**src/rtl/mem_arb_pkg.sv**
```systemverilog
// Shared definitions for the memory bus arbiter and its helpers.
//   - FSM state encoding (ST_*)
//   - grant identifiers (GNT_*)
//   - clog2 / cnt_width helpers for sizing counters from a cycle limit
package mem_arb_pkg;

  typedef logic [1:0] state_t;

  localparam state_t ST_IDLE   = 2'd0;
  localparam state_t ST_BUS_IF = 2'd1;
  localparam state_t ST_BUS_DM = 2'd2;

  localparam logic GNT_IF = 1'b0;
  localparam logic GNT_DM = 1'b1;

  // Ceiling log2; clog2(0) and clog2(1) both return 0.
  function automatic int unsigned clog2(input int unsigned n);
    int unsigned r;
    int unsigned v;
    r = 0;
    if (n > 1) begin
      v = n - 1;
      while (v != 0) begin
        r = r + 1;
        v = v >> 1;
      end
    end
    return r;
  endfunction

  // Width of a counter that must represent 0..limit, never narrower than 1 bit.
  function automatic int unsigned cnt_width(input int unsigned limit);
    int unsigned w;
    w = clog2(limit + 1);
    return (w < 1) ? 1 : w;
  endfunction

endpackage

```
**src/rtl/mem_arb_timer.sv**
```systemverilog
// Timeout counter for bus masters.
//   clk     : clock
//   srst    : synchronous active-high reset
//   clear   : forces the count back to zero (takes priority over enable)
//   enable  : counts one more elapsed cycle
//   expired : high while the count equals LIMIT-1, i.e. the current cycle is
//             the LIMIT-th enabled cycle; never asserted when LIMIT == 0
module mem_arb_timer
  import mem_arb_pkg::*;
#(
  parameter int unsigned LIMIT = 255
) (
  input  logic clk,
  input  logic srst,
  input  logic clear,
  input  logic enable,
  output logic expired
);

  localparam int unsigned CW       = cnt_width(LIMIT);
  localparam int unsigned LAST_INT = (LIMIT == 0) ? 0 : LIMIT - 1;
  localparam logic [CW-1:0] LAST   = CW'(LAST_INT);

  logic [CW-1:0] count_reg;
  logic [CW-1:0] count_next;

  // Saturate at LAST so a master that ignores expiry cannot wrap the count.
  always_comb begin
    count_next = count_reg;
    if (clear) begin
      count_next = '0;
    end else if (enable && (count_reg != LAST)) begin
      count_next = count_reg + CW'(1);
    end
  end

  always_ff @(posedge clk) begin
    if (srst) begin
      count_reg <= '0;
    end else begin
      count_reg <= count_next;
    end
  end

  assign expired = (LIMIT != 0) && (count_reg == LAST);

endmodule

```
**src/rtl/mem_bus_arb.sv**
```systemverilog
// Arbiter for the single shared memory bus between instruction fetch (IF)
// and data memory (DM) ports. One transaction at a time is registered onto
// the bus; the bus acknowledge (or a timeout) returns a one-cycle ack with
// the captured read data to the granted port.
//   i_clk, i_rst                 : clock, synchronous active-high reset
//   i_if_req/i_if_addr           : fetch request, held until o_if_ack
//   o_if_data/o_if_ack           : fetched word, valid with one-cycle ack
//   i_dm_req/i_dm_we/i_dm_addr/i_dm_wdata : load/store request, held until o_dm_ack
//   o_dm_rdata/o_dm_ack          : load data, valid with one-cycle ack
//   o_err                        : pulses with the ack of a timed-out transaction
//   o_bus_req/o_bus_we/o_bus_addr/o_bus_data : registered bus command, frozen while active
//   i_bus_data/i_bus_ack         : bus read data and completion
module mem_bus_arb
  import mem_arb_pkg::*;
#(
  parameter int unsigned BUS_DATA_WIDTH = 32,
  parameter int unsigned BUS_ADDR_WIDTH = 32,
  parameter int unsigned TIMEOUT_CYCLES = 255
) (
  input  logic                      i_clk,
  input  logic                      i_rst,
  input  logic                      i_if_req,
  input  logic [BUS_ADDR_WIDTH-1:0] i_if_addr,
  output logic [BUS_DATA_WIDTH-1:0] o_if_data,
  output logic                      o_if_ack,
  input  logic                      i_dm_req,
  input  logic                      i_dm_we,
  input  logic [BUS_ADDR_WIDTH-1:0] i_dm_addr,
  input  logic [BUS_DATA_WIDTH-1:0] i_dm_wdata,
  output logic [BUS_DATA_WIDTH-1:0] o_dm_rdata,
  output logic                      o_dm_ack,
  output logic                      o_err,
  output logic                      o_bus_req,
  output logic                      o_bus_we,
  output logic [BUS_ADDR_WIDTH-1:0] o_bus_addr,
  output logic [BUS_DATA_WIDTH-1:0] o_bus_data,
  input  logic [BUS_DATA_WIDTH-1:0] i_bus_data,
  input  logic                      i_bus_ack
);

  state_t state_reg, state_next;
  logic   last_grant_reg, last_grant_next;

  logic                      bus_req_reg, bus_req_next;
  logic                      bus_we_reg, bus_we_next;
  logic [BUS_ADDR_WIDTH-1:0] bus_addr_reg, bus_addr_next;
  logic [BUS_DATA_WIDTH-1:0] bus_data_reg, bus_data_next;
  logic                      if_ack_reg, if_ack_next;
  logic                      dm_ack_reg, dm_ack_next;
  logic                      err_reg, err_next;
  logic [BUS_DATA_WIDTH-1:0] if_data_reg, if_data_next;
  logic [BUS_DATA_WIDTH-1:0] dm_rdata_reg, dm_rdata_next;

  logic eff_if, eff_dm, grant_valid, grant_sel;
  logic in_bus, tmr_expired, timeout, done;

  // A request still high during its own ack cycle is the one just served,
  // so it is masked for that cycle instead of being re-issued.
  assign eff_if      = i_if_req & ~if_ack_reg;
  assign eff_dm      = i_dm_req & ~dm_ack_reg;
  assign grant_valid = eff_if | eff_dm;
  // DM has priority, except that after a DM grant a contending IF goes next.
  assign grant_sel   = (eff_dm && !(eff_if && (last_grant_reg == GNT_DM))) ? GNT_DM : GNT_IF;

  assign in_bus  = (state_reg == ST_BUS_IF) || (state_reg == ST_BUS_DM);
  // A bus ack arriving in the expiry cycle wins over the timeout.
  assign timeout = in_bus & tmr_expired & ~i_bus_ack;
  assign done    = in_bus & (i_bus_ack | tmr_expired);

  mem_arb_timer #(
    .LIMIT (TIMEOUT_CYCLES)
  ) u_timer (
    .clk     (i_clk),
    .srst    (i_rst),
    .clear   (~in_bus),
    .enable  (in_bus & ~i_bus_ack),
    .expired (tmr_expired)
  );

  // State register (also holds every registered output).
  always_ff @(posedge i_clk) begin
    if (i_rst) begin
      state_reg      <= ST_IDLE;
      last_grant_reg <= GNT_IF;
      bus_req_reg    <= 1'b0;
      bus_we_reg     <= 1'b0;
      bus_addr_reg   <= '0;
      bus_data_reg   <= '0;
      if_ack_reg     <= 1'b0;
      dm_ack_reg     <= 1'b0;
      err_reg        <= 1'b0;
      if_data_reg    <= '0;
      dm_rdata_reg   <= '0;
    end else begin
      state_reg      <= state_next;
      last_grant_reg <= last_grant_next;
      bus_req_reg    <= bus_req_next;
      bus_we_reg     <= bus_we_next;
      bus_addr_reg   <= bus_addr_next;
      bus_data_reg   <= bus_data_next;
      if_ack_reg     <= if_ack_next;
      dm_ack_reg     <= dm_ack_next;
      err_reg        <= err_next;
      if_data_reg    <= if_data_next;
      dm_rdata_reg   <= dm_rdata_next;
    end
  end

  // Next-state logic.
  always_comb begin
    state_next      = state_reg;
    last_grant_next = last_grant_reg;
    case (state_reg)
      ST_IDLE: begin
        if (grant_valid) begin
          state_next      = (grant_sel == GNT_DM) ? ST_BUS_DM : ST_BUS_IF;
          last_grant_next = grant_sel;
        end
      end
      ST_BUS_IF, ST_BUS_DM: begin
        if (done) begin
          state_next = ST_IDLE;
        end
      end
      default: state_next = ST_IDLE;
    endcase
  end

  // Output logic: next values of the registered outputs.
  always_comb begin
    bus_req_next  = bus_req_reg;
    bus_we_next   = bus_we_reg;
    bus_addr_next = bus_addr_reg;
    bus_data_next = bus_data_reg;
    if_ack_next   = 1'b0;
    dm_ack_next   = 1'b0;
    err_next      = 1'b0;
    if_data_next  = if_data_reg;
    dm_rdata_next = dm_rdata_reg;
    case (state_reg)
      ST_IDLE: begin
        if (grant_valid) begin
          bus_req_next = 1'b1;
          if (grant_sel == GNT_DM) begin
            bus_we_next   = i_dm_we;
            bus_addr_next = i_dm_addr;
            bus_data_next = i_dm_wdata;
          end else begin
            bus_we_next   = 1'b0;
            bus_addr_next = i_if_addr;
            bus_data_next = '0;
          end
        end
      end
      ST_BUS_IF, ST_BUS_DM: begin
        if (done) begin
          bus_req_next  = 1'b0;
          bus_we_next   = 1'b0;
          bus_addr_next = '0;
          bus_data_next = '0;
          err_next      = timeout;
          if (state_reg == ST_BUS_IF) begin
            if_ack_next  = 1'b1;
            if_data_next = timeout ? '0 : i_bus_data;
          end else begin
            dm_ack_next   = 1'b1;
            dm_rdata_next = timeout ? '0 : i_bus_data;
          end
        end
      end
      default: begin
        bus_req_next  = 1'b0;
        bus_we_next   = 1'b0;
        bus_addr_next = '0;
        bus_data_next = '0;
        if_data_next  = '0;
        dm_rdata_next = '0;
      end
    endcase
  end

  assign o_bus_req  = bus_req_reg;
  assign o_bus_we   = bus_we_reg;
  assign o_bus_addr = bus_addr_reg;
  assign o_bus_data = bus_data_reg;
  assign o_if_ack   = if_ack_reg;
  assign o_dm_ack   = dm_ack_reg;
  assign o_err      = err_reg;
  assign o_if_data  = if_data_reg;
  assign o_dm_rdata = dm_rdata_reg;

endmodule
```
**config.mk**
```make
export PLATFORM = sky130hd
export DESIGN_NAME = mem_bus_arb
export DESIGN_NICKNAME = d
export VERILOG_FILES = /design/src/rtl/mem_arb_pkg.sv /design/src/rtl/mem_arb_timer.sv /design/src/rtl/mem_bus_arb.sv
export SDC_FILE = /design/constraint.sdc
export NUM_CORES = 1
export LEC_CHECK = 0
export ABC_AREA = 1
export CORE_AREA = 2 2 179 163
export DETAILED_ROUTE_END_ITERATION = 12
export DIE_AREA = 0 0 181 165
export SLEW_MARGIN = 20
export SYNTH_ARGS = -nofsm -noshare
export SYNTH_HDL_FRONTEND = slang
export SYNTH_SLANG_ARGS = --single-unit
```
**constraint.sdc**
```tcl
create_clock -name i_clk -period 2.4 [get_ports i_clk]
set_clock_uncertainty 0.1 [all_clocks]
set_input_delay 0.48 -clock i_clk [delete_from_list [all_inputs] [get_ports i_clk]]
set_output_delay 0.48 -clock i_clk [all_outputs]
set_load 0.01 [all_outputs]
```
# --- Word-level counts from Yosys, hierarchy flattened ---
# Cells that the tools add are included.
classes:
  n_addsub: 1
  eq_ne: 8
  mux: 27
  bitwise: 15
  n_reduce_logical: 13
ops:
  columns: ["operator", "count"]
  rows:
  - ["32-bit two-way mux", 10]
  - ["32-bit one-hot mux with 2 select lines", 4]
  - ["8-bit by 1-bit adder with 8-bit output (second input constant)", 1]
  - ["8-bit == test (second input constant)", 1]
  - ["2-bit inequality test (second input constant)", 4]
  - ["8-bit inequality test (second input constant)", 1]
  - ["1-bit two-way mux", 7]
  - ["1-bit inverter", 7]
  - ["1-bit AND", 6]
  - ["2-bit two-way mux", 3]
  - ["3-bit AND reduction", 2]
  - ["1-bit one-hot mux with 2 select lines", 2]
  - ["2-bit one-hot mux with 2 select lines", 1]
  - ["2-bit AND reduction", 2]
  - ["2-bit OR reduction", 2]
  - ["1-bit logical AND", 3]
  - ["3-bit OR reduction", 1]
  - ["2-bit by 1-bit == test with 1-bit output (second input constant)", 1]
  - ["2-bit == test (second input constant)", 1]
  - ["2-bit zero test", 1]
  - ["1-bit bitwise OR", 2]
  - ["1-bit zero test", 1]
  - ["1-bit logical OR", 1]
word_totals:
  register_bits: 144
  input_bits: 134
  output_inout_bits: 133

# --- Logic depth before layout (Yosys ltp) ---
# Gate-level depths: netlist of the first run.
depth:
  word_depth: 9
  mapped_depth: 11
  depth_no_buf: 10

# --- Hierarchy ---
# Synthesis of the first run repeated with hierarchy kept, for this count alone.
unflattened:
  hier_cells: 813
  hier_area_um2: 6262.3
modules_own_cells:
  columns: ["module", "instances", "cells_each", "area_per_inst_um2"]
  rows:
  - ["mem_bus_arb", 1, 744, 5784.3]
  - ["mem_arb_timer", 1, 69, 478.0]

# --- Worst setup path after synthesis of the first run ---
# OpenSTA, ideal clock, no wires.
synth_timing:
  kind: "flip-flop to flip-flop"
  from: "reg state_reg[0]"
  to: "reg dm_rdata_reg[10] (netlist: o_dm_rdata[10])"
  setup_time_ns: 0.113
  t_arrival_ns: 1.627
  required_time_ns: 2.187
  slack_ns: 0.560
  stages_incl_launch_ff: 12
  n_path_buf: 2
  cell_sequence: "dfxtp_1 > inv_1 > ha_1 > buf_2 > inv_1 > nor2_4 > nand3_1 > buf_2 > nand3_1 > nand2_1 > nand2_1 > nor2_1"
synth_via:
  elab_chain_len: 8
  elab_cells_between_ends: 16
synth_lines:
  columns: ["element", "line_no", "text"]
  rows:
  - ["start, declared", "mem_bus_arb.sv:41", "state_t state_reg, state_next;"]
  - ["start signal, assigned", "mem_bus_arb.sv:95", "state_reg <= state_next;"]
  - ["2-bit by 1-bit == test with 1-bit output or 2-bit == test (tied branches)", "mem_bus_arb.sv:65, mem_bus_arb.sv:140, mem_bus_arb.sv:162", null]
  - ["1-bit logical OR", "mem_bus_arb.sv:65", "assign in_bus = (state_reg == ST_BUS_IF) || (state_reg == ST_BUS_DM);"]
  - ["1-bit AND (2 in a row)", "mem_bus_arb.sv:67", "assign timeout = in_bus & tmr_expired & ~i_bus_ack;"]
  - ["32-bit two-way mux", "mem_bus_arb.sv:167", "dm_rdata_next = timeout ? '0 : i_bus_data;"]
  - ["32-bit two-way mux", "mem_bus_arb.sv:162", "if (state_reg == ST_BUS_IF) begin"]
  - ["32-bit two-way mux", "mem_bus_arb.sv:156", "if (done) begin"]
  - ["32-bit one-hot mux with 2 select lines", "mem_bus_arb.sv:140", "case (state_reg)"]
  - ["end signal, assigned", "mem_bus_arb.sv:105", "dm_rdata_reg <= dm_rdata_next;"]
  - ["end, declared", "mem_bus_arb.sv:52", "logic [BUS_DATA_WIDTH-1:0] dm_rdata_reg, dm_rdata_next;"]
# Several ways; a longest one is shown, not always the timed one. The select of a mux whose other input is x is not followed.
# A chain may end at the register's enable or synchronous reset.

# --- Worst setup path after layout of the first run ---
layout_timing:
  from: "reg state_reg[1]"
  to: "reg state_reg[0]"
layout_via:
  elab_chain_len: 5
  elab_cells_between_ends: 10
layout_lines:
  columns: ["element", "line_no", "text"]
  rows:
  - ["2-bit by 1-bit == test with 1-bit output or 2-bit == test (tied branches)", "mem_bus_arb.sv:65, mem_bus_arb.sv:113", null]
  - ["1-bit logical OR", "mem_bus_arb.sv:65", null]
  - ["1-bit AND", "mem_bus_arb.sv:68", "assign done = in_bus & (i_bus_ack | tmr_expired);"]
  - ["2-bit inequality test (no line)", null, null]
  - ["2-bit AND reduction (no line)", null, null]
# Several ways; a longest one is shown, not always the timed one.

==> metrics.yaml, run 1 <==
status: "finished clean"
antenna_found_initial: 0
synth_area_um2: 6897
crit_slowest_cell: "buf_4"
worst_pin_slew_ns: 0.5169
postRouteAntennaNets: 0
row_count: 58
slowest_delay_ns: 0.42
grt_pass1_wl_mm: 36.32
leakagePower_nw: 4.565
gp_congestion: 0.7839
clk_latency_ns: 0.42
synth_warnings: 0
ys_ff_latch: 144
cp.required_ns: 2.65
synth.avg_cell_area_um2: 6.421
nNetsFinal: 1452
end_kind: "register"
hold_class: "register to register"
drc_errors: 0
clock-sinks: 144
critPathTopFamily: "buffers and inverters"
final_cell_mix: "nand2_1, clkdlybuf4s50_1, nor2_1"
vias_per_cell: 4.302
critPathLaunch: "state_reg[1]$_SDFFE_PP0P_"
ios: 267
min_period_over_period: 0.8902
diodes: 0
cts_setup_buffers: 0
finalSetupViolCount: 0
initial_core_util: 0.2475
die_w_um: 181
crit_arrival_ns: 2.38
routed_wl_mm: 23.48
ctsHoldBuffers: 0
stdcell_count: 1686
die_h_um: 165
dp_hpwl_mm: 16.09
cts_buffers: 17
post_cts_resized: 0
r2r-start: "state_reg[1]$_SDFFE_PP0P_"
netlist_instances: 1074
drt_iter0_drc: 539
powerDensity_nw_per_um2: 933.0
drive_above_1_share: 0.05053
slew_headroom: 0.6554
max-cap-violations: 0
max_freq_mhz: 468.1
clockRootBuffer: "clkbuf_16"
setup-tns-final_ns: 0
layout.cells.most_common: "nand2_1"
min-delay-start: "o_bus_data[6]$_SDFFE_PP0P_"
num-fill-cells: 2917
ys_seq_area_frac: 0.4180
path_max_fanout: 34
grt_pass1_vias: 6652
peakVddDrop_v: 0.0004384
path_cells: "inv_1 > ha_1 > buf_4 > clkinv_1 > buf_4 > a21oi_1 > nand3_1 > a21oi_1"
post-place-cells: 1654
first_pass_iters: 5
clock_path_buffers: 2
routedWlPerCell_um: 13.92
vias: 7254
worstSetupPathType: "register to register"
startpoint_type: "register"
io_buffer_count: 266
syn_to_final_growth_pct: 51.87
clkSlewWorstSetupHoldPaths_ns: 0.06
grt_max_degree: 98
crit_buf_inv: 4
cts_max_level: 4
cts_tree: "built"
post-route-min-period_ns: 2.136
die-area_um2: 29870
final_hold_viol_count: 0
core_area_um2: 27870
grt_overflow: 0
synth_nets: 1213
grt_usage: 0.1529
rsz0062_at_grt: "false"
slew_violations: 0
synth_cell_types: 25
[worst paths after layout]
kind	to	cells past startpoint	slack [ns]
worst max-delay path	state_reg[0]$_SDFFE_PP0P_	8	0.26
worst min-delay path	o_bus_data[6]$_SDFFE_PP0P_	2	0.36
worst max register to register	state_reg[0]$_SDFFE_PP0P_	8	0.26
worst min register to register	o_bus_data[6]$_SDFFE_PP0P_	2	0.36
[area by class of cell]
type                            count  area [um^2]  share of cell area
Inverter                          128        481.7             0.04599
Clock buffer                       18        439.2             0.04193
Timing Repair Buffer              289         2898              0.2767
Sequential cell                   144         2883              0.2752
Tap cell                          360        450.4             0.04301
Clock inverter                     14        143.9             0.01374
Multi-Input combinational cell    733         3178              0.3034
[per-layer routing]
layer / GRT usage / part of all wire / vias to the layer above
li1: - / - / 3761
met1: 0.1978 / 0.46 / 3291
met2: 0.2556 / 0.47 / 179
met3: 0.03682 / 0.050 / 23
met4: 0.04176 / 0.018 / 0
met5: 0 / 0 / -
[Yosys cell counts]
cell	n	area (um^2)
a21boi_2	1	11.26
a21boi_4	1	18.77
a21oi_1	43	215.2
buf_1	5	18.77
buf_2	23	115.1
buf_6	10	112.6
clkbuf_1	31	116.4
clkinv_1	1	3.750
dfxtp_1	144	2883
ha_1	5	62.56
inv_1	126	473.0
inv_2	1	3.750
nand2_1	277	1040
nand2_2	1	6.260
nand2_4	4	45.04
nand3_1	136	680.7
nand3_2	1	10.01
nand3b_1	1	7.510
nand4_1	1	6.260
nor2_1	218	818.3
nor2_4	3	33.78
nor3_1	1	5.000
o21ai_0	37	185.2
o21bai_1	1	7.510
xor2_1	2	17.52
[worst reg2reg max path, cell delays in order (launching register included)]
cell      delay [ns]
dfxtp_1         0.34
inv_1           0.10
ha_1            0.32
buf_4           0.42
clkinv_1        0.12
buf_4           0.26
a21oi_1         0.18
nand3_1         0.09
a21oi_1         0.14
[logic make-up after synthesis]
| group | count (synthesis) | synth area share |
|---|---|---|
| and+or+nand+nor | 643 | 0.3846 |
| adders and majority gates | 5 | 0.009071 |
| xor gates and xnor gates | 2 | 0.002540 |
| buffers and inverters | 197 | 0.1223 |
| AOI/OAI and AO/OA | 83 | 0.06350 |
| DFF | 144 | 0.4180 |
[per-stage QoR]
| stage | hold slack, ns | setup WS (ns) | power, mW | cell area, um^2 | utilization |
|---|---|---|---|---|---|
| after floorplan | 0.3395 | 0.5604 | 5.408 | 6897 | - |
| after global placement | 0.3514 | 0.1881 | 7.157 | 9891 | 0.3549 |
| after detailed placement | 0.3551 | 0.1765 | 7.188 | 9891 | 0.3549 |
| after CTS | 0.3649 | 0.2569 | 9.907 | 10470 | 0.3759 |
| after global routing | 0.3775 | 0.06977 | 10.48 | 10470 | 0.3759 |
| final | 0.3642 | 0.2636 | 9.772 | 10470 | 0.3759 |
[power by group]
part / total, mW / internal, mW / switching (mW)
sequential: 3.17 / 2.90 / 0.265
clock: 2.66 / 1.49 / 1.17
combinational: 3.94 / 1.79 / 2.15
total: 9.77 / 6.19 / 3.59
Power figures use the tool's default switching activity.
==> run 2, diff against run 1 <==
Clock period 2.4 ns to 2.6 ns, I/O delays scaled along.
==> run 2 against run 1 <==
Effect of this change:
- non-clock buffer count is 3 lower
- wire length is 0.95% lower
- register-to-register slack better by 0.11 ns
- power is 7.4% lower
- setup slack better by 0.11 ns
- first-iteration DRC count is 30% lower
- design area is 0.16% lower
- critical path type unchanged
- critical endpoint is now o_bus_we$_SDFFE_PP0P_
- largest power group unchanged
==> metrics.yaml, run 2 (synthesis results as in run 1) <==
grt_usage: 0.1531
cp.required_ns: 2.85
io_buffer_count: 266
postRouteAntennaNets: 0
vias_per_cell: 4.276
grt_max_degree: 98
hold_class: "register to register"
startpoint_type: "register"
worstSetupPathType: "register to register"
final_hold_viol_count: 0
layout.cells.most_common: "nand2_1"
gp_congestion: 0.7776
clk_latency_ns: 0.42
worst_pin_slew_ns: 0.5055
routedWlPerCell_um: 13.82
clock_path_buffers: 2
clkSlewWorstSetupHoldPaths_ns: 0.07
diodes: 0
max-cap-violations: 0
status: "finished clean"
setup-tns-final_ns: 0
final_cell_mix: "nand2_1, clkdlybuf4s50_1, nor2_1"
preCtsSetupSlack_ns: 0.2282
dp_hpwl_mm: 15.98
antenna_found_initial: 0
clock-sinks: 144
cts_tree: "built"
cts_buffers: 17
ctsHoldBuffers: 0
first_pass_iters: 5
initial_core_util: 0.2475
die_w_um: 181
leakagePower_nw: 4.550
path_max_fanout: 23
grt_pass1_vias: 6804
ios: 267
crit_arrival_ns: 2.48
cts_max_level: 4
clockRootBuffer: "clkbuf_16"
syn_to_final_growth_pct: 51.63
finalSetupViolCount: 0
drive_above_1_share: 0.04837
drc_errors: 0
powerDensity_nw_per_um2: 865.4
vias: 7196
slew_headroom: 0.6630
core_area_um2: 27870
post_cts_resized: 0
grt_pass1_wl_mm: 36.57
holdWs_ns: 0.3630
die_h_um: 165
setup_ws_ns: 0.3740
die-area_um2: 29870
grt_overflow: 0
row_count: 58
rsz0062_at_grt: "false"
routed_wl_mm: 23.26
end_kind: "register"
min_period_over_period: 0.8562
post-route-min-period_ns: 2.226
fin_util: 0.3753
drt_iter0_drc: 378
slew_violations: 0
nNetsFinal: 1449
max_freq_mhz: 449.2
cts_setup_buffers: 0
peakVddDrop_v: 0.0004448
## run 2: cell types whose count changed in the layout (fill, tap and decap cells not counted), sizes merged
cell and delta:
clkinvlp +1, buf -3, clkinv -2, clkbuf -1
inv +2
## run 2: metal layers
metal  up-vias  share of wire  GRT usage
met1      3260           0.46     0.1949
met4         0          0.017    0.04250
li1       3751              -          -
met2       167           0.47     0.2584
met3        18          0.050    0.03837
met5         -              0          0
## run 2: cell type report
| cell class | instances | area, um^2 |
|---|---|---|
| Fill cell | 3005 | 17410 |
| Clock inverter | 15 | 163.9 |
| Clock buffer | 17 | 425.4 |
| Multi-Input combinational cell | 733 | 3178 |
| Tap cell | 360 | 450.4 |
| Timing Repair Buffer | 286 | 2875 |
| Sequential cell | 144 | 2883 |
| Inverter | 128 | 481.7 |
## run 2: worst paths after layout
kind / slack, ns / start / endpoint / cells past startpoint
setup / recovery: 0.37 / state_reg[0]$_SDFFE_PP0P_ / o_bus_we$_SDFFE_PP0P_ / 9
hold / removal: 0.36 / o_bus_data[7]$_SDFFE_PP0P_ / o_bus_data[7]$_SDFFE_PP0P_ / 2
setup reg to reg: 0.37 / state_reg[0]$_SDFFE_PP0P_ / o_bus_we$_SDFFE_PP0P_ / 9
hold reg to reg: 0.36 / o_bus_data[7]$_SDFFE_PP0P_ / o_bus_data[7]$_SDFFE_PP0P_ / 2
## run 2: power by group
| part | switching, mW | leakage, nW | internal, mW | total, mW |
|---|---|---|---|---|
| registers | 0.243 | 1.18 | 2.68 | 2.92 |
| logic | 1.99 | 3.08 | 1.64 | 3.63 |
| clock network | 1.12 | 0.286 | 1.37 | 2.49 |
## run 2: stage by stage
stage	std cells	total power, mW	instance area, um^2
after floorplan	1074	4.992	6897
after global placement	1651	6.599	9868
after detailed placement	1651	6.637	9868
after CTS	1683	9.183	10460
after global routing	1683	9.708	10460
final	1683	9.050	10460
## run 2: critical path: stages, from the launching register on
cell     delay (ns)
dfxtp_1        0.39
inv_1          0.08
ha_1           0.32
inv_1          0.09
nor2_4         0.22
nand2_4        0.18
nand2_4        0.21
buf_4          0.30
nand2_1        0.08
a21oi_1        0.17
